### src/rtl/in_port_pkg.sv
// rtl/in_port_pkg.sv - shared constants and helpers for the buffered input port
package in_port_pkg;

    localparam int IN_PORT_WIDTH_DEFAULT = 16;
    localparam int IN_PORT_DEPTH_DEFAULT = 4;

    // Control-word bit the decoder raises for IN-pop.
    localparam int IN_POP_BIT = 12;

    function automatic int count_width(input int depth);
        return $clog2(depth) + 1;
    endfunction

endpackage

### src/rtl/in_port_fifo.sv
// rtl/in_port_fifo.sv - register-array FIFO with separate occupancy count
module in_port_fifo
    import in_port_pkg::*;
#(
    parameter int WIDTH = IN_PORT_WIDTH_DEFAULT,
    parameter int DEPTH = IN_PORT_DEPTH_DEFAULT
) (
    input  logic                          clk,
    input  logic                          rst,
    input  logic                          push,
    input  logic                          pop,
    input  logic [WIDTH-1:0]              wdata,
    output logic [WIDTH-1:0]              rdata,
    output logic [count_width(DEPTH)-1:0] count
);

    localparam int PW = $clog2(DEPTH);
    localparam int CW = count_width(DEPTH);

    logic [WIDTH-1:0] mem [DEPTH];
    logic [PW-1:0]    wptr;
    logic [PW-1:0]    rptr;

    // Contents are not reset; the top masks rdata while the FIFO is empty.
    always_ff @(posedge clk) begin
        if (push) begin
            mem[wptr] <= wdata;
        end
    end

    always_ff @(posedge clk or posedge rst) begin
        if (rst) begin
            wptr  <= '0;
            rptr  <= '0;
            count <= '0;
        end else begin
            if (push) begin
                wptr <= wptr + PW'(1);
            end
            if (pop) begin
                rptr <= rptr + PW'(1);
            end
            case ({push, pop})
                2'b10:   count <= count + CW'(1);
                2'b01:   count <= count - CW'(1);
                default: count <= count;
            endcase
        end
    end

    assign rdata = mem[rptr];

endmodule

### src/rtl/in_port.sv
// rtl/in_port.sv - buffered input port; optional sticky underflow flag via IN_PORT_UNDERFLOW_EN
module in_port
    import in_port_pkg::*;
#(
    parameter int WIDTH = IN_PORT_WIDTH_DEFAULT,
    parameter int DEPTH = IN_PORT_DEPTH_DEFAULT
) (
    input  logic                          clk,
    input  logic                          rst,
    input  logic                          clk_en,
    input  logic                          i_ext_valid,
    input  logic [WIDTH-1:0]              i_ext_data,
    output logic                          o_ext_ready,
    input  logic                          i_pop,
    output logic [WIDTH-1:0]              o_data,
    output logic                          o_empty,
    output logic [count_width(DEPTH)-1:0] o_count,
    output logic                          o_underflow
);

    localparam int CW = count_width(DEPTH);
    localparam logic [CW-1:0] FULL_COUNT = CW'(DEPTH);

    logic             push;
    logic             pop;
    logic [WIDTH-1:0] head;

    // Ready depends only on registered occupancy, so a pop cannot make room in the same cycle.
    assign o_ext_ready = (o_count != FULL_COUNT);
    assign o_empty     = (o_count == '0);
    assign push        = i_ext_valid & o_ext_ready;
    assign pop         = clk_en & i_pop & ~o_empty;
    assign o_data      = o_empty ? '0 : head;

    in_port_fifo #(
        .WIDTH (WIDTH),
        .DEPTH (DEPTH)
    ) u_fifo (
        .clk   (clk),
        .rst   (rst),
        .push  (push),
        .pop   (pop),
        .wdata (i_ext_data),
        .rdata (head),
        .count (o_count)
    );

`ifdef IN_PORT_UNDERFLOW_EN
    always_ff @(posedge clk or posedge rst) begin
        if (rst) begin
            o_underflow <= 1'b0;
        end else if (clk_en & i_pop & o_empty) begin
            o_underflow <= 1'b1;
        end
    end
`else
    assign o_underflow = 1'b0;
`endif

endmodule
### config.mk
export PLATFORM = sky130hd
export DESIGN_NAME = in_port
export DESIGN_NICKNAME = d
export VERILOG_FILES = /design/src/rtl/in_port_pkg.sv /design/src/rtl/in_port_fifo.sv /design/src/rtl/in_port.sv
export SDC_FILE = /design/constraint.sdc
export NUM_CORES = 1
export LEC_CHECK = 0
export CORE_MARGIN = 4
export CORE_UTILIZATION = 57
export CTS_CLUSTER_DIAMETER = 60
export DETAILED_ROUTE_END_ITERATION = 10
export PLACE_DENSITY = 0.95
export SLEW_MARGIN = 20
export SYNTH_ARGS = -nofsm -noshare
export SYNTH_HDL_FRONTEND = slang
export SYNTH_HIERARCHICAL = 1
export SYNTH_SLANG_ARGS = --single-unit
### constraint.sdc
create_clock -name clk -period 5.4 [get_ports clk]
set_clock_uncertainty 0.05 [all_clocks]
set_input_delay 1.35 -clock clk [delete_from_list [all_inputs] [get_ports clk]]
set_output_delay 1.35 -clock clk [all_outputs]
set_load 0.02 [all_outputs]
; Word-level counts from Yosys, hierarchy flattened
; Memory sizes are Yosys's and may differ from the RTL's.
; Cells that the tools add are included.
[totals]
regBits = 7
wordCells = 21
ramBits = 64
inputBits = 21
mem_count = 1
output_inout_bits = 22
rom_bits = 0
latchBits = 0
[mem_list]
columns = name, words, width, read_ports, rd_clocked_by_memory_dff, wr, line_no
row1 = u_fifo.mem, 4, 16, 1, 0, 1, in_port_fifo.sv:20  ; logic [WIDTH-1:0] mem [DEPTH];
[op_classes]
mux = 4
n_addsub = 4
multipliers = 0
div_mod_pow = 0
n_eq_ne = 3
n_bitwise = 4
n_shift = 0
reduce_logical = 2
order_cmp = 0
[ops]
columns = operator, n
row1 = $mux W16, 1
row2 = $pmux W3 S2, 1
row3 = $add A2 B1 Y2 const B, 2
row4 = $add A3 B1 Y3 const B, 1
row5 = $and A1 B1 Y1, 3
row6 = $logic_not A3 Y1, 1
row7 = $ne A3 B3 Y1 const B, 1
row8 = $sub A3 B1 Y3 const B, 1
row9 = $eq A2 B1 Y1 const B, 1
row10 = $eq A2 B2 Y1 const B, 1
row11 = $mux W1, 2
row12 = $reduce_bool A2 Y1, 1
row13 = $not A1 Y1, 1

; Logic depth before layout (Yosys ltp)
; Gate-level depths: netlist of the first run.
[logic_depth]
word_depth = 5
ltp_mapped = 8

; By module
; The synthesis of the first run kept the hierarchy.
[modules_own_cells]
columns = module, area_per_inst_um2, instances, cells_per_inst
row1 = in_port_fifo, 2731.4, 1, 116
row2 = in_port, 163.9, 1, 25

; Least setup slack after synthesis of the first run
; No wires, ideal clock.
[synth_path]
kind = input -> register
startpoint = in i_ext_valid
endpoint = reg u_fifo.count[2]
path_stages = 7
setup_ns = 0.136
path_slack_ns = 2.383
n_path_buf = 0
required_ns = 5.214
t_arrival_ns = 2.830
path_cell_list = a21boi_0 -> inv_1 -> ha_1 -> fa_1 -> xnor2_1 -> nor2_1 -> xor2_1
[synth_between]
elab_chain_len = 3
[synth_lines]
columns = element, line_no
row1 = "start, declared", in_port.sv:11  ; input logic i_ext_valid,
row2 = $and A1 B1 Y1 *, in_port.sv:31  ; assign push = i_ext_valid & o_ext_ready;
row3 = $eq A2 B1 Y1 or $eq A2 B2 Y1 (tied branches), in_port_fifo.sv:43  ; case ({push, pop})
row4 = $pmux W3 S2 or $reduce_bool A2 Y1 (tied branches), --
row5 = "end signal, assigned", in_port_fifo.sv:44  ; 2'b10: count <= count + CW'(1);
row6 = "end signal, assigned", in_port_fifo.sv:45  ; 2'b01: count <= count - CW'(1);
row7 = "end signal, assigned", in_port_fifo.sv:46  ; default: count <= count;
row8 = "end, declared", in_port_fifo.sv:14  ; output logic [count_width(DEPTH)-1:0] count
; Every way passes the cells marked *; elsewhere a longest branch is shown, timed or not.
; A chain may end at the register's enable or synchronous reset.

; Worst setup path after layout of the first run
[layout_path]
startpoint = reg u_fifo.rptr[0]
endpoint = out o_data[6]
[layout_between]
elab_chain_len = 2
[layout_lines]
columns = element, line_no
row1 = "start, declared", in_port_fifo.sv:22  ; logic [PW-1:0] rptr;
row2 = "start signal, assigned", in_port_fifo.sv:41  ; rptr <= rptr + PW'(1);
row3 = $mem_v2 Z4 W16, --
row4 = net head[6], in_port.sv:26  ; logic [WIDTH-1:0] head;
row5 = $mux W16, in_port.sv:33  ; assign o_data = o_empty ? '0 : head;
row6 = "end, declared", in_port.sv:15  ; output logic [WIDTH-1:0] o_data,
; The timed path passes the listed nets, and every way through them passes these cells.

==> results of run 1 <==
[how the worst max path moves through the flow]
stage | from | to | slack (ns) | cells past startpoint
global placement | u_fifo/rptr[0] | o_data[13] | 1.67 | 3
global route | u_fifo/rptr[0] | o_data[6] | 1.13 | 3
detailed placement | i_ext_valid | u_fifo/count[2] | 1.53 | 8
CTS | u_fifo/rptr[0] | o_data[13] | 1.24 | 3
finish | u_fifo/rptr[0] | o_data[6] | 1.32 | 3
floorplan | i_ext_valid | u_fifo/count[2] | 2.38 | 7
[registers in the layout, indices dropped and copies added (netlist names)]
| name | cells |
|---|---|
| u_fifo/rptr | 2 |
| u_fifo/wptr | 2 |
| u_fifo/count | 3 |
| u_fifo/mem | 64 |
[metal layers]
layer / wire, um / vias to the layer above / GRT usage
met2: 2690 / 40 / 0.306
met4: 97 / 0 / 0.0962
met1: 2010 / 695 / 0.208
met3: 162 / 10 / 0.0454
met5: 0 / - / 0
li1: - / 634 / -
[stage by stage]
stage          hold WS (ns)  power (mW)  setup slack, ns  instances
5_1_grt               0.570        2.06             1.13        259
3_5_place_dp          0.527        1.62             1.53        243
6_report              0.555        1.95             1.32        259
3_3_place_gp          0.457        1.57             1.67        243
4_1_cts               0.538        1.97             1.24        259
2_1_floorplan         0.444        1.32             2.38        141
[final cells by class]
class,instances,area [um^2]
Inverter,4,15.0
Clock buffer,10,128
Clock inverter,6,37.5
Sequential cell,71,2100
Tap cell,67,83.8
Multi-Input combinational cell,60,723
Timing Repair Buffer,41,410
Fill cell,293,1320
[placed cells by master (no fill, tap or decap), types with 2 or more instances in the layout]
cell and n:
sky130_fd_sc_hd__xnor2_1 3, sky130_fd_sc_hd__mux4_2 8, sky130_fd_sc_hd__nor2_1 3, sky130_fd_sc_hd__ha_1 5, sky130_fd_sc_hd__edfxtp_1 64, sky130_fd_sc_hd__mux4_1 8
sky130_fd_sc_hd__nor2b_1 14, sky130_fd_sc_hd__dfrtp_1 7, sky130_fd_sc_hd__and2b_1 2, sky130_fd_sc_hd__inv_1 4, sky130_fd_sc_hd__clkinvlp_4 2, sky130_fd_sc_hd__clkbuf_8 9
sky130_fd_sc_hd__clkdlybuf4s50_1 41, sky130_fd_sc_hd__nand2_1 4, sky130_fd_sc_hd__xor2_1 3, sky130_fd_sc_hd__clkinv_2 2, sky130_fd_sc_hd__and2_1 4
[synthesized netlist by cell type]
cell | instances | share of area
sky130_fd_sc_hd__buf_12 | 1 | 0.0069
sky130_fd_sc_hd__conb_1 | 1 | 0.0013
sky130_fd_sc_hd__buf_2 | 2 | 0.0035
sky130_fd_sc_hd__and2_1 | 4 | 0.0086
sky130_fd_sc_hd__mux2_2 | 1 | 0.0039
sky130_fd_sc_hd__o21ai_0 | 1 | 0.0017
sky130_fd_sc_hd__xnor2_1 | 3 | 0.0091
sky130_fd_sc_hd__and2b_1 | 2 | 0.0052
sky130_fd_sc_hd__nor3_4 | 1 | 0.0056
sky130_fd_sc_hd__nand2_1 | 4 | 0.0052
sky130_fd_sc_hd__dfrtp_1 | 7 | 0.061
sky130_fd_sc_hd__nor2b_1 | 14 | 0.030
sky130_fd_sc_hd__edfxtp_1 | 64 | 0.66
sky130_fd_sc_hd__fa_1 | 1 | 0.0069
sky130_fd_sc_hd__nor2_1 | 3 | 0.0039
sky130_fd_sc_hd__mux4_1 | 8 | 0.073
sky130_fd_sc_hd__inv_1 | 4 | 0.0052
sky130_fd_sc_hd__xor2_1 | 3 | 0.0091
sky130_fd_sc_hd__ha_1 | 5 | 0.022
sky130_fd_sc_hd__a21boi_0 | 1 | 0.0026
sky130_fd_sc_hd__buf_4 | 1 | 0.0026
sky130_fd_sc_hd__buf_6 | 2 | 0.0078
sky130_fd_sc_hd__mux4_2 | 8 | 0.062
[logic make-up (layout without fill, tap and decap cells)]
family / count (synthesis) / after routing / share of synthesized area
other cells: 1 / 1 / 0.00130
flops: 71 / 71 / 0.724
xor+xnor: 6 / 6 / 0.0182
simple gates: 28 / 28 / 0.0588
buf+inv: 10 / 61 / 0.0259
mux: 17 / 17 / 0.139
compound gates: 2 / 2 / 0.00432
fa+ha+maj: 6 / 6 / 0.0285
[where the power goes]
part | internal, mW | switching [mW] | total, mW
registers | 0.732 | 0.114 | 0.847
logic | 0.401 | 0.355 | 0.756
clock network | 0.164 | 0.183 | 0.347
total | 1.30 | 0.653 | 1.95
==> results.toml, run 1 <==
[pwr]
power.ir.vdd_worst_uv = 338
total_leakage_power_nw = 1.21
power_density_nw_per_um2 = 558

[die]
design.die.area_um2 = 6280
row_count = 25
fp.dieH_um = 79.3
io_pins = 43
coreArea_um2 = 4820
die_w_um = 79.3
starting_utilization_of_the_core_area = 0.601

[clock_tree]
cts_htree_levels = 3
clk_root_buffer_cell = "sky130_fd_sc_hd__clkbuf_8"
numCtsBuffers = 9
post_cts_resized = 0
clock_latency_on_the_worst_skew_pair_ns = 0.33
cts.repair_timing.setup_buffer_count = 0
cts-root-to-sink-buffers = 2
cts.sinks = 71
post_cts_hold_buffer_count = 0
clock_tree_from_tritoncts = "yes"
clk_pin_slew_worst_paths_ns = 0.07

[timing]
slew_headroom = 0.344
final_max_slew_viol_count = 0
timing.final.hold_violations = 0
fmaxAchievable_mhz = 245
worst_pin_slew_ns = 0.984
timing.final.crit_period_ns = 4.08
setup-violations-final = 0
finalSetupTns_ns = 0
min_period_over_period = 0.755
rsz0062_at_grt = "false"

[setup_path]
critical-path-top-delay-family = "flip-flops"
cp.buffers_inverters = 1
cp_max_fo = 18
cp_data_required_time_ns = 4.00
slowest_library_cell_on_the_worst_path = "sky130_fd_sc_hd__dfrtp_1"
rr_endpoint = "u_fifo/count[2]"
path_class = "flop to output port"
max_stage_delay_ns = 0.99
timing.critical_path.to_type = "output port"
worst_r2r_startpoint = "u_fifo/count[0]"
critPathArrivalTime_ns = 2.68
rrSetupSlack_ns = 2.70
critPathLaunchType = "flop"
timing.critical_path.cells = "mux4_1 -> nor2b_1 -> clkdlybuf4s50_1"
r2r.worst_path.cells = 8

[final_layout]
design.final.nets = 214
antenna_cells = 0
postLayoutCellArea_um2 = 3490
share_of_the_core_filled_with_cells = 0.725
drive_above_1_share = 0.125
layout_stage_area_growth_over_the_synthesis_result_pct = 20.7

[outcome]
outcome = "finished, final reports clean"

[placement]
detailed_place_hpwl_um = 3310
numPortBuffers = 41
finalWeightedCongestion = 0.695
placed_cell_area_um2 = 3330

[yosys]
synth-seq-area-share = 0.724
syn_nets = 168
synthCells = 141
synth_seq_cells = 71
syn-cell-area_um2 = 2900
yosys_warnings = 6
syn_avg_cell_area_um2 = 20.5
number_of_unique_standard_cell_types_used_by_synthesis = 23

[hold_path]
number_of_cells_on_the_worst_hold_path = 1
hp-class = "flop to flop"
holdPathEnd = "u_fifo/wptr[0]"
worst_hold_startpoint = "u_fifo/wptr[0]"

[route]
vias_per_cell = 5.32
vias = 1379
antenna_left = 0
detail_route.wirelength_um = 4960
detail_route.wl_per_cell_um = 19.1
remaining_drc_errors = 0
detail_route.first_pass.iterations = 4
drt_first_iter_violations = 60

[global_routing]
gr-usage-all-layers = 0.179
global_route_wire_length_before_repair_um = 7940
global_route_overflow = 0
first_global_vias = 1525
initial_antenna_violation_count = 0
pin_count_of_the_biggest_net_entering_global_routing = 19

[flow_run]
maxCapViolations = 0
(Power assumes the default switching activity.)
==> run 2: changes to the inputs <==
Settings changed: CORE_UTILIZATION 57 to 53, PLACE_DENSITY 0.95 to 0.9.
Clock period 5.4 ns to 4 ns, I/O delays scaled along.
==> results.toml, run 2 (synthesized netlist as in run 1, its figures left out) <==
[setup_path]
end_point_of_the_critical_path = "o_data[7]"
cp.buffers_inverters = 2
critPathLaunchType = "flop"
slowest_library_cell_on_the_worst_path = "sky130_fd_sc_hd__dfrtp_1"
path_class = "flop to output port"
critical_path_depth = 4
rrSetupSlack_ns = 1.30
cp_max_fo = 11
worst_r2r_startpoint = "u_fifo/count[2]"
critPathArrivalTime_ns = 2.53
rr_endpoint = "u_fifo/count[2]"
critical_path.startpoint = "u_fifo/rptr[0]"
cp_data_required_time_ns = 2.95
max_stage_delay_ns = 0.67
timing.critical_path.cells = "buf_4 -> mux4_2 -> nor2b_1 -> clkdlybuf4s50_1"
timing.critical_path.to_type = "output port"
critical-path-top-delay-family = "buffers and inverters"
r2r.worst_path.cells = 7

[global_routing]
first_global_vias = 1488
global_route_wire_length_before_repair_um = 7680
gr-usage-met3 = 0.0493
use_met1 = 0.198
initial_antenna_violation_count = 0
pin_count_of_the_biggest_net_entering_global_routing = 19
top_usage_layer = "met2"
grt_use_met2 = 0.279
gr-usage-all-layers = 0.163
global_route_overflow = 0

[final_layout]
layout_stage_area_growth_over_the_synthesis_result_pct = 21.9
final_common_cell = "sky130_fd_sc_hd__edfxtp_1"
layout_common_cells = "sky130_fd_sc_hd__edfxtp_1, sky130_fd_sc_hd__clkdlybuf4s50_1, sky130_fd_sc_hd__nor2b_1"
antenna_cells = 0
finish.cell_count_without_fillers = 263
regMostFlops = "u_fifo/mem"
drive_above_1_share = 0.135
share_of_the_core_filled_with_cells = 0.678
design.final.nets = 215
largest_register_ffs = 64
top_regs = "u_fifo/mem x64, u_fifo/count x3"

[pwr]
power.ir.vdd_worst_uv = 583
power.share.combinational = 0.392
power_density_nw_per_um2 = 765
p_switching_mw = 0.881
cell_internal_pwr_mw = 1.82
clock_power_share = 0.195
netSwitchingFraction = 0.326
seq_power_share = 0.413
total_leakage_power_nw = 1.24

[timing]
finalSetupTns_ns = 0
final_max_slew_viol_count = 0
fmaxAchievable_mhz = 279
setup-violations-final = 0
timing.final.crit_period_ns = 3.58
rsz0062_at_grt = "false"
worst_pin_slew_ns = 0.933
timing.final.hold_violations = 0
slew_headroom = 0.378
final.hold.worst_slack_ns = 0.497
min_period_over_period = 0.896

[clock_tree]
clock_latency_on_the_worst_skew_pair_ns = 0.31
cts.sinks = 71
cts.repair_timing.setup_buffer_count = 0
post_cts_resized = 0
post_cts_hold_buffer_count = 0
clk_pin_slew_worst_paths_ns = 0.07
clk_root_buffer_cell = "sky130_fd_sc_hd__clkbuf_8"
clock_tree_from_tritoncts = "yes"
cts-root-to-sink-buffers = 2
cts_htree_levels = 3
numCtsBuffers = 9

[route]
vias_per_cell = 5.32
detail_route.wirelength_um = 4970
drt_first_iter_violations = 84
detail_route.first_pass.iterations = 4
vias = 1399
remaining_drc_errors = 0
detail_route.wl_per_cell_um = 18.9
antenna_left = 0

[die]
fp.dieH_um = 81.9
starting_utilization_of_the_core_area = 0.556
coreArea_um2 = 5200
design.die.area_um2 = 6710
die_w_um = 81.9
io_pins = 43
row_count = 26

[placement]
detailed_place_hpwl_um = 3300
finalWeightedCongestion = 0.765
numPortBuffers = 41
numPlacedInstances = 247

[flow_run]
maxCapViolations = 0

[outcome]
outcome = "finished, final reports clean"

[hold_path]
hp-class = "flop to flop"
run 2: layer usage:
metal  part of all wire  vias to the layer above
li1                   -                      642
met1               0.39                      699
met2               0.54                       50
met3              0.055                        8
met4              0.017                        0
met5                  0                        -
run 2: worst min path at each step:
stage / startpoint / endpoint / slack, ns / cells past startpoint
6_report: u_fifo/wptr[0] / u_fifo/wptr[0] / 0.50 / 1
5_1_grt: u_fifo/wptr[0] / u_fifo/wptr[0] / 0.53 / 1
2_1_floorplan: u_fifo/wptr[0] / u_fifo/wptr[0] / 0.44 / 1
3_3_place_gp: u_fifo/wptr[0] / u_fifo/wptr[0] / 0.46 / 1
3_5_place_dp: u_fifo/wptr[0] / u_fifo/wptr[0] / 0.48 / 1
4_1_cts: u_fifo/wptr[0] / u_fifo/wptr[0] / 0.49 / 1
run 2: power groups by stage:
stage          clock network (mW)  logic (mW)  registers [mW]
4_1_cts                     0.538        1.07            1.12
3_3_place_gp                    0        1.03            1.12
2_1_floorplan                   0       0.701            1.08
3_5_place_dp                    0        1.06            1.14
5_1_grt                     0.575        1.13            1.13
6_report                    0.526        1.06            1.12
run 2: per-stage QoR:
step / cell area [um^2] / power (mW) / worst slack [ns]
3_3_place_gp: 3340 / 2.15 / 0.756
3_5_place_dp: 3340 / 2.20 / 0.575
5_1_grt: 3530 / 2.84 / 0.282
6_report: 3530 / 2.70 / 0.416
4_1_cts: 3530 / 2.73 / 0.348
2_1_floorplan: 2900 / 1.78 / 1.33
run 2: area by class of cell:
class,count,area [um^2]
Fill cell,330,1680
Tap cell,70,87.6
Clock inverter,6,61.3
Multi-Input combinational cell,60,723
Sequential cell,71,2100
Inverter,4,15.0
Timing Repair Buffer,42,418
Clock buffer,10,128
